===== config.mk =====
export PLATFORM = sky130hd
export DESIGN_NAME = uart_rx_flat
export DESIGN_NICKNAME = d
export VERILOG_FILES = /design/src/rtl/uart_rx_pkg.sv /design/src/rtl/uart_rx_if.sv /design/src/rtl/uart_rx_baudgen.sv /design/src/rtl/uart_rx.sv /design/src/flat_wrapper.sv
export SDC_FILE = /design/constraint.sdc
export NUM_CORES = 1
export LEC_CHECK = 0
export ABC_AREA = 1
export CELL_PAD_IN_SITES_DETAIL_PLACEMENT = 1
export CELL_PAD_IN_SITES_GLOBAL_PLACEMENT = 2
export CORE_MARGIN = 5
export CORE_UTILIZATION = 31
export DETAILED_ROUTE_END_ITERATION = 8
export PLACE_DENSITY = 0.76
export SLEW_MARGIN = 30
export SYNTH_ARGS = -nofsm -noshare
export SYNTH_HDL_FRONTEND = slang
export SYNTH_HIERARCHICAL = 1
export SYNTH_SLANG_ARGS = --single-unit

===== constraint.sdc =====
create_clock -name clk -period 2.35 [get_ports clk]
set_clock_uncertainty 0.2 [all_clocks]
set_input_delay 0.47 -clock clk [delete_from_list [all_inputs] [get_ports clk]]
set_output_delay 0.47 -clock clk [all_outputs]
set_load 0.005 [all_outputs]

===== src/rtl/uart_rx_pkg.sv =====
// uart_rx_pkg: constants and types shared by the UART receiver files.
//   B115200/B57600/B9600 : clocks-per-bit divider values for a 12 MHz clock
//   rx_state_t           : receiver FSM states (3-bit)
package uart_rx_pkg;

    localparam int unsigned B115200 = 104;
    localparam int unsigned B57600  = 208;
    localparam int unsigned B9600   = 1250;

    typedef enum logic [2:0] {
        IDLE  = 3'd0,
        START = 3'd1,
        DATA  = 3'd2,
        STOP  = 3'd3,
        BREAK = 3'd4
    } rx_state_t;

endpackage


===== src/rtl/uart_rx_if.sv =====
// uart_rx_if: received-byte interface of the UART receiver.
//   data      : last correctly framed byte, bit 0 first on the wire
//   rcv       : one-cycle strobe, data just updated
//   frame_err : one-cycle strobe, stop bit sampled low
//   busy      : receiver is not idle
//   master    : receiver side (drives everything)
//   slave     : consumer side
interface uart_rx_if;

    logic [7:0] data;
    logic       rcv;
    logic       frame_err;
    logic       busy;

    modport master (output data, rcv, frame_err, busy);
    modport slave  (input  data, rcv, frame_err, busy);

endinterface


===== src/rtl/uart_rx_baudgen.sv =====
// uart_rx_baudgen: bit-period counter for the UART receiver.
//   clk, rstn : clock, synchronous active-low reset
//   en        : count enable (receiver busy)
//   clr       : synchronous clear, wins over en
//   half_tick : high while count == CLKS_PER_BIT/2 - 1
//   full_tick : high while count == CLKS_PER_BIT - 1
module uart_rx_baudgen
    import uart_rx_pkg::*;
#(
    parameter int unsigned CLKS_PER_BIT = B115200
) (
    input  logic clk,
    input  logic rstn,
    input  logic en,
    input  logic clr,
    output logic half_tick,
    output logic full_tick
);

    localparam int unsigned HALF = CLKS_PER_BIT / 2;
    localparam int unsigned CW   = $clog2(CLKS_PER_BIT);
    localparam logic [CW-1:0] HALF_M1 = CW'(HALF - 1);
    localparam logic [CW-1:0] FULL_M1 = CW'(CLKS_PER_BIT - 1);

    logic [CW-1:0] cnt;
    logic [CW-1:0] cnt_nxt;

    always_comb begin
        cnt_nxt = cnt;
        if (clr) begin
            cnt_nxt = '0;
        end else if (en) begin
            cnt_nxt = cnt + CW'(1);
        end
    end

    // Ticks are compared against the next count so the registered flags
    // line up with the cycle in which cnt holds the compared value.
    always_ff @(posedge clk) begin
        if (!rstn) begin
            cnt       <= '0;
            half_tick <= 1'b0;
            full_tick <= 1'b0;
        end else begin
            cnt       <= cnt_nxt;
            half_tick <= (cnt_nxt == HALF_M1);
            full_tick <= (cnt_nxt == FULL_M1);
        end
    end

endmodule


===== src/rtl/uart_rx.sv =====
// uart_rx: 8N1 UART receiver, LSB first, idle-high line, centre sampling.
//   clk  : system clock
//   rstn : synchronous active-low reset
//   rx   : asynchronous serial input
//   bus  : uart_rx_if.master (data, rcv, frame_err, busy)
module uart_rx
    import uart_rx_pkg::*;
#(
    parameter int unsigned CLKS_PER_BIT = B115200
) (
    input  logic        clk,
    input  logic        rstn,
    input  logic        rx,
    uart_rx_if.master   bus
);

    rx_state_t  state;
    rx_state_t  state_nxt;

    logic [1:0] sync;
    logic       rx_s;
    logic [7:0] shreg;
    logic [7:0] data_q;
    logic [3:0] bit_idx;
    logic       rcv_q;
    logic       ferr_q;

    logic       half_tick;
    logic       full_tick;
    logic       cnt_clr;
    logic       shift_en;
    logic       load_en;
    logic       err_en;
    logic       idx_clr;
    logic       busy;

    assign busy = (state != IDLE);

    always_ff @(posedge clk) begin
        if (!rstn) begin
            sync <= 2'b11;
        end else begin
            sync <= {sync[0], rx};
        end
    end

    assign rx_s = sync[1];

    uart_rx_baudgen #(
        .CLKS_PER_BIT(CLKS_PER_BIT)
    ) u_baudgen (
        .clk       (clk),
        .rstn      (rstn),
        .en        (busy),
        .clr       (cnt_clr),
        .half_tick (half_tick),
        .full_tick (full_tick)
    );

    always_ff @(posedge clk) begin
        if (!rstn) begin
            state <= IDLE;
        end else begin
            state <= state_nxt;
        end
    end

    always_comb begin
        state_nxt = state;
        cnt_clr   = 1'b0;
        shift_en  = 1'b0;
        load_en   = 1'b0;
        err_en    = 1'b0;
        idx_clr   = 1'b0;
        unique case (state)
            IDLE: begin
                cnt_clr = 1'b1;
                if (!rx_s) begin
                    state_nxt = START;
                end
            end
            START: begin
                if (half_tick) begin
                    cnt_clr = 1'b1;
                    if (rx_s) begin
                        state_nxt = IDLE;
                    end else begin
                        idx_clr   = 1'b1;
                        state_nxt = DATA;
                    end
                end
            end
            DATA: begin
                if (full_tick) begin
                    cnt_clr  = 1'b1;
                    shift_en = 1'b1;
                    if (bit_idx == 4'd7) begin
                        state_nxt = STOP;
                    end
                end
            end
            STOP: begin
                if (full_tick) begin
                    cnt_clr = 1'b1;
                    if (rx_s) begin
                        load_en   = 1'b1;
                        state_nxt = IDLE;
                    end else begin
                        err_en    = 1'b1;
                        state_nxt = BREAK;
                    end
                end
            end
            BREAK: begin
                // Counter held at zero so it cannot wrap during a long break.
                cnt_clr = 1'b1;
                if (rx_s) begin
                    state_nxt = IDLE;
                end
            end
            default: begin
                state_nxt = IDLE;
            end
        endcase
    end

    always_ff @(posedge clk) begin
        if (!rstn) begin
            shreg   <= '0;
            bit_idx <= '0;
            data_q  <= '0;
            rcv_q   <= 1'b0;
            ferr_q  <= 1'b0;
        end else begin
            rcv_q  <= load_en;
            ferr_q <= err_en;
            if (idx_clr) begin
                bit_idx <= '0;
            end else if (shift_en) begin
                bit_idx <= bit_idx + 4'd1;
            end
            if (shift_en) begin
                shreg <= {rx_s, shreg[7:1]};
            end
            if (load_en) begin
                data_q <= shreg;
            end
        end
    end

    assign bus.data      = data_q;
    assign bus.rcv       = rcv_q;
    assign bus.frame_err = ferr_q;
    assign bus.busy      = busy;

endmodule

===== src/flat_wrapper.sv =====
// flat-port wrapper written by rule: the top's interface ports become plain ports
module uart_rx_flat import uart_rx_pkg::*;
#(
    parameter int unsigned CLKS_PER_BIT = B115200
)
  (clk, rstn, rx, bus_data, bus_rcv, bus_frame_err, bus_busy);
  uart_rx_if bus_i ();
  input  logic clk;
  input  logic rstn;
  input  logic rx;
  output wire logic [$bits(bus_i.data)-1:0] bus_data;
  output wire logic [$bits(bus_i.rcv)-1:0] bus_rcv;
  output wire logic [$bits(bus_i.frame_err)-1:0] bus_frame_err;
  output wire logic [$bits(bus_i.busy)-1:0] bus_busy;
  assign bus_data = bus_i.data;
  assign bus_rcv = bus_i.rcv;
  assign bus_frame_err = bus_i.frame_err;
  assign bus_busy = bus_i.busy;
  uart_rx #(.CLKS_PER_BIT(CLKS_PER_BIT)) u_core (.clk(clk), .rstn(rstn), .rx(rx), .bus(bus_i));
endmodule

==> results of run 1 <==
==> final cells by class <==
type / count / area share
clock buffers: 5 / 0.0347
well taps: 70 / 0.0442
flip-flops and latches: 36 / 0.363
repair buffers: 18 / 0.0845
multi-input cells: 160 / 0.373
inverters: 29 / 0.0549
clock inverters: 3 / 0.0454
==> worst max-delay path: cells and delay by family (launching register included) <==
kind | cells | cell delay, ps
simple gates | 2 | 220
buf+inv | 1 | 510
flops | 1 | 480
==> stage by stage <==
step	cells	power (W)
after floorplan	230	0.000978
after global placement	313	0.00111
after detailed placement	313	0.00111
after CTS	321	0.00189
after global routing	321	0.00199
final	321	0.00186
==> sequential cells by signal, summed over array words and instances (netlist names) <==
signal                      cells
u_core/bit_idx                  4
u_core/bus.data                 8
u_core/bus.frame_err            1
u_core/bus.rcv                  1
u_core/shreg                    8
u_core/state                    3
u_core/sync                     2
u_core/u_baudgen/cnt            7
u_core/u_baudgen/full_tick      1
u_core/u_baudgen/half_tick      1
==> routing by layer <==
metal  up-vias  GRT usage  routed length, microns
li1        753          -                       -
met3         4     0.0384                      99
met4         0     0.0548                      67
met2        13      0.219                    1700
met1       657      0.164                    1810
met5         -          0                       0
==> worst min path at each step <==
stage / depth (start not counted) / end / start
after floorplan: 1 / u_core/sync[1] / u_core/sync[0]
after global placement: 1 / u_core/sync[1] / u_core/sync[0]
after detailed placement: 1 / u_core/sync[1] / u_core/sync[0]
after CTS: 1 / u_core/sync[1] / u_core/sync[0]
after global routing: 1 / u_core/sync[1] / u_core/sync[0]
final: 1 / u_core/sync[1] / u_core/sync[0]
==> kinds of logic (layout without fill, tap and decap cells) <==
kind of cell,Yosys count,in the layout,synth area share
AND/OR/NAND/NOR,127,127,0.342
flip-flops,36,36,0.452
buffers and inverters,34,55,0.0840
AO/OA/AOI/OAI,28,28,0.0895
XOR/XNOR,3,3,0.0165
adder cells (fa/ha/maj),2,2,0.0157
==> placed cells by master (no fill, tap or decap) <==
cell type and n:
a21oi_1 7, buf_4 5, bufinv_16 3, clkbuf_8 5, clkdlybuf4s50_1 13, dfxtp_1 36
ha_1 2, inv_1 27, inv_2 2, nand2_1 33, nand2_2 2, nand3_1 17
nand3_2 1, nand4_1 1, nor2_1 65, nor2_2 3, nor2_4 1, nor3_1 1
nor3_4 1, o21ai_0 19, o21ai_1 1, o21bai_1 1, or2_2 2, xor2_1 3
==> power groups by stage <==
stage          Sequential [W]  Clock, W  Combinational (W)
2_1_floorplan        0.000669         0           0.000309
6_report             0.000663  0.000764           0.000431
3_5_place_dp         0.000679         0           0.000435
3_3_place_gp         0.000678         0           0.000435
4_1_cts              0.000664  0.000790           0.000437
5_1_grt              0.000668  0.000818           0.000508
==> summary.md, run 1 <==
| Metric | Value |
|---|---|
| Status | finished clean |
| Final Cell Area | roughly 0.0020 sq mm |
| Switch Pwr | around 0.00053 W |
| Initial antenna violation count | 0 |
| Nets | 255 |
| Root buf cell | clkbuf_8 |
| Hold-fix buffers, CTS | 0 |
| Synthesized flop and latch total | 36 |
| FFs w/ async S/R, synth | 0 |
| H-tree depth | 2 |
| Critical Path Fanout Max | 7 |
| Clock power frac | 0.411 |
| FF-to-FF setup slack | roughly 430 ps |
| Sequential power share | 0.357 |
| Endpoints failing setup | 0 |
| Setup CP Type | reg2out |
| Synthesized area per cell | slightly below 7 sq um |
| Top-count cell post-synth | nor2_1 |
| Reg2Reg Capture Point | u_core/u_baudgen/half_tick |
| Vias in the first global route | 1,518 |
| Num rows | 26 |
| DRT Pass-1 Iters | 4 |
| Setup bufs post-CTS | 0 |
| Clk_lat worst skew | a little under 300 ps |
| Area leader, netlist | dfxtp_1 |
| Worst reg2reg path depth | 10 |
| Internal | roughly 0.0013 W |
| Endpoints failing hold | 0 |
| FMAX | 0.460 GHz |
| Fillcell total | between 600 and 700 |
| First-pass GRT wire length | just under 7000 microns |
| Hold Crit Class | reg2reg |
| Area contributors post-synth | dfxtp_1 (45%), nor2_1 (15%), nand2_1 (7.8%), inv_1 (6.6%), o21ai_0 (6.3%) |
| CTS Buffer Depth | 2 |
| Commonest cells post-synth | nor2_1 (65), dfxtp_1 (36), nand2_1 (33), inv_1 (28), o21ai_0 (20) |
| IO Pins | 14 |
| Arrival time worst endpoint | 1500 ps |
| Worst slack, placed | ~300 ps |
| Most common flop cell mapped by yosys | dfxtp_1 |
| Synth cell types | 24 |
| CTS tree | yes |
| Grt ovf | 0 |
| YS warnings | 6 |
| Syn_nets | around 240 |
| Combinational fraction of design power | 0.232 |
| Min cycle time layout | ~2200 ps |
| DP Wirelength | roughly 2700 microns |
| Data required, critical path | approximately 1700 ps |
| Hold Slack | between 200 and 250 ps |
| Initial drt markers | 58 |
| Share of cells above drive strength 1 | 0.0996 |
| Leak Pwr | ~0.85 nW |
| Sum Neg Setup Slack | 0 ps |
| Register area share after synthesis | 0.452 |
| Worst Setup EP | bus_busy |
| DRT antenna net count | 0 |
| Vias/cell | between 4 and 5 |
| Worst slew pin tran | ~340 ps |
| Wire per inst | approximately 11 microns |
| Final Max Slew Viols | 0 |
| Crit path from | u_core/state[0] |
| Synth Instances | 230 |
| Util after Layout | 0.393 |
| Final wirelength | between 3000 and 4000 microns |
| Number of synthesized flops with an enable pin | 0 |
| Initial core utilization | 0.316 |
| Total CTS buffers | 5 |
| Antenna cells | 0 |
| I/O Buffers | 13 |
| CP max-delay cell | clkdlybuf4s50_1 |
| Clk pin slew, worst setup/hold paths | about 70 ps |
| Final GP Congestion | roughly 0.75 |
| Net Sw Frac | 0.283 |
| Max_cap viols | 0 |
| Post-synth top area share | 0.452 |
| VDD IR-drop max | slightly below 0.4 mV |
| Largest net degree at the start of global routing | 19 |
| Die Width | roughly 82 microns |
| Crit. End Element | output port |
| Crit share post-route | 0.924 |
| Unrepaired setup endpoints after global routing | no |
| DP Area | 0.00182 sq mm |
| Core Box Area | approximately 0.0050 sq mm |
| Area growth syn-to-layout | 24.4% |
| Tot GR Track Use | 0.133 |
| Power per cell area | between 900 and 1000 mW/mm^2 |
| Clock Sinks | 36 |
| Area of the multi-input gates | between 700 and 800 sq um |
| DR DRC count | 0 |
| Register area | between 700 and 800 sq um |
| Worst path max stage delay | 510 ps |
| Die ar. | 0.00668 sq mm |
| CP Cell Sequence | nor2_2 > nand2_1 > clkdlybuf4s50_1 |
| R2R Path Start | u_core/state[0] |
| CTS resizes | 0 |
| Setup crit start kind | flop |
| Post-Syn Area | 0.00159 sq mm |
| Vias | 1,427 |
| Relative slew slack | 0.770 |
| Die Y | a little over 80 microns |
| Worst setup margin | roughly 180 ps |
Power figures use the tool's default switching activity.
==> run 2, diff against run 1 <==
--- a/config.mk
+++ b/config.mk
@@ -12,5 +12,5 @@
 export CORE_UTILIZATION = 31
 export DETAILED_ROUTE_END_ITERATION = 8
-export PLACE_DENSITY = 0.76
+export PLACE_DENSITY = 0.84
 export SLEW_MARGIN = 30
 export SYNTH_ARGS = -nofsm -noshare
==> constraint.sdc (replaced) <==
create_clock -name clk -period 2.35 [get_ports clk]
set_clock_uncertainty 0.2 [all_clocks]
set_input_delay 0.47 -clock clk [delete_from_list [all_inputs] [get_ports clk]]
set_output_delay 0.47 -clock clk [all_outputs]
set_load 0.02 [all_outputs]
==> run 2 against run 1 <==
  * Total power decreased by 12%
  * Critical endpoint unchanged
  * Clock-buffer cell count rose by 1
  * Largest cell class unchanged
  * Fmax is 0.99% lower
  * Highest routed layer unchanged
  * Largest power group is now registers
  * Register-to-register slack worse by 100 ps
==> summary.md, run 2 (synthesis gave the netlist of run 1 again) <==
| Metric | Value |
|---|---|
| Area of the multi-input gates | 739 sq um |
| Vias | between 1,000 and 1,500 |
| CTS Buffer Depth | 2 |
| Relative slew slack | 0.711 |
| DRT Pass-1 Iters | 5 |
| IO Pins | 14 |
| Die Y | between 80 and 90 microns |
| VDD IR-drop max | roughly 0.40 mV |
| Area growth syn-to-layout | 20.9% |
| Leak Pwr | 0.822 nW |
| Worst path max stage delay | between 500 and 600 ps |
| Sum Neg Setup Slack | 0 ps |
| Vias in the first global route | about 1,500 |
| Wire per inst | roughly 12 microns |
| Combinational fraction of design power | 0.263 |
| Commonest non-fill, non-tap cell in the layout | nor2_1 |
| Final wirelength | between 3000 and 4000 microns |
| Status | finished clean |
| Endpoints failing setup | 0 |
| Die ar. | 0.00668 sq mm |
| Largest net degree at the start of global routing | 13 |
| CTS tree | yes |
| Overall power | 0.00164 W |
| FMAX | ~0.46 GHz |
| Clock Sinks | 36 |
| H-tree depth | 2 |
| Hold-fix buffers, CTS | 0 |
| Power per cell area | around 850 mW/mm^2 |
| Hold Slack | between 200 and 250 ps |
| Setup crit start kind | flop |
| Clk_lat worst skew | ~280 ps |
| DR DRC count | 0 |
| Initial drt markers | 42 |
| Net Sw Frac | 0.325 |
| Max_cap viols | 0 |
| Internal | ~0.0011 W |
| Sequential power share | 0.415 |
| Root buf cell | clkbuf_8 |
| Final Cell Area | between 0.0015 and 0.002 sq mm |
| Fillcell total | around 660 |
| Tot GR Track Use | 0.133 |
| Min cycle time layout | approximately 2200 ps |
| Antenna cells | 0 |
| Switch Pwr | 0.000533 W |
| Setup bufs post-CTS | 0 |
| Commonest cells after routing, fill and taps aside | nor2_1 (65), dfxtp_1 (34), nand2_1 (33) |
| Unrepaired setup endpoints after global routing | no |
| Clk pin slew, worst setup/hold paths | 70 ps |
| Critical Path Fanout Max | 7 |
| CP Cell Sequence | nor2_2 > nand2_1 > clkdlybuf4s50_1 |
| Share of cells above drive strength 1 | 0.100 |
| Nets | around 250 |
| Crit. End Element | output port |
| Grt ovf | 0 |
| Initial antenna violation count | 0 |
| CP max-delay cell | clkdlybuf4s50_1 |
| Die Width | between 80 and 90 microns |
| DP Area | roughly 0.0018 sq mm |
| Total CTS buffers | 5 |
| Hold Crit Class | reg2reg |
| Vias/cell | 4.53 |
| Clock power frac | 0.322 |
| Num rows | 26 |
| Data required, critical path | between 1500 and 2000 ps |
| DP Wirelength | between 2000 and 3000 microns |
| Worst slew pin tran | about 430 ps |
| Final GP Congestion | 0.745 |
| Register area | approximately 720 sq um |
| Crit share post-route | 0.933 |
| First-pass GRT wire length | roughly 7000 microns |
| I/O Buffers | 13 |
| Initial core utilization | 0.316 |
| Setup CP Type | reg2out |
| Arrival time worst endpoint | around 1500 ps |
| Endpoints failing hold | 0 |
| DRT antenna net count | 0 |
| Core Box Area | a little over 0.005 sq mm |
| Final Max Slew Viols | 0 |
[run 2: cell types whose count changed in the layout (fill, tap and decap cells not counted), sizes merged]
cell	delta
buf	-1
clkinv	+1
bufinv	-2
clkbuf	+1
[run 2: repair_timing]
action,in CTS,in global routing
resized for setup,0,3
setup endpoints to repair,0,3
hold endpoints to repair,0,0
[run 2: routing by layer]
layer / routed length [microns] / up-vias / track usage
met1: 1850 / 683 / 0.166
met2: 1800 / 16 / 0.221
met4: 25 / 0 / 0.0449
met5: 0 / - / 0
li1: - / 750 / -
met3: 111 / 2 / 0.0351
[run 2: worst paths after layout]
check                                startpoint                         end  slack (ps)  depth (start not counted)
worst max-delay path            u_core/state[0]                    bus_busy         160                          3
worst min-delay path             u_core/sync[0]              u_core/sync[1]         220                          1
worst max register to register  u_core/state[1]  u_core/u_baudgen/full_tick         330                         12
worst min register to register   u_core/sync[0]              u_core/sync[1]         220                          1
[run 2: stage by stage]
step / util / std cells / worst slack (ps)
finish: 0.382 / 320 / 157
CTS: 0.382 / 320 / 45.3
global placement: 0.360 / 312 / 324
detailed placement: 0.360 / 312 / 174
global route: 0.382 / 320 / 10.8
floorplan: - / 230 / 511
[run 2: final cells by class]
class	count	area share
Inverter	29	0.0565
Multi-Input combinational cell	160	0.384
Clock buffer	6	0.0377
Timing Repair Buffer	17	0.0831
Tap cell	70	0.0455
Sequential cell	36	0.375
Clock inverter	2	0.0182
[run 2: power groups by stage]
stage               sequential (W)  clock [W]  combinational (W)
floorplan                 0.000669          0           0.000324
global placement          0.000690          0           0.000421
detailed placement        0.000692          0           0.000435
CTS                       0.000678   0.000551           0.000436
global route              0.000688   0.000575           0.000496
finish                    0.000682   0.000529           0.000431
[run 2: critical path: cells and delay by family, from the launching register on]
family,cells,cell delay (ps)
buf+inv,1,550
simple gates,2,320
flops,1,370
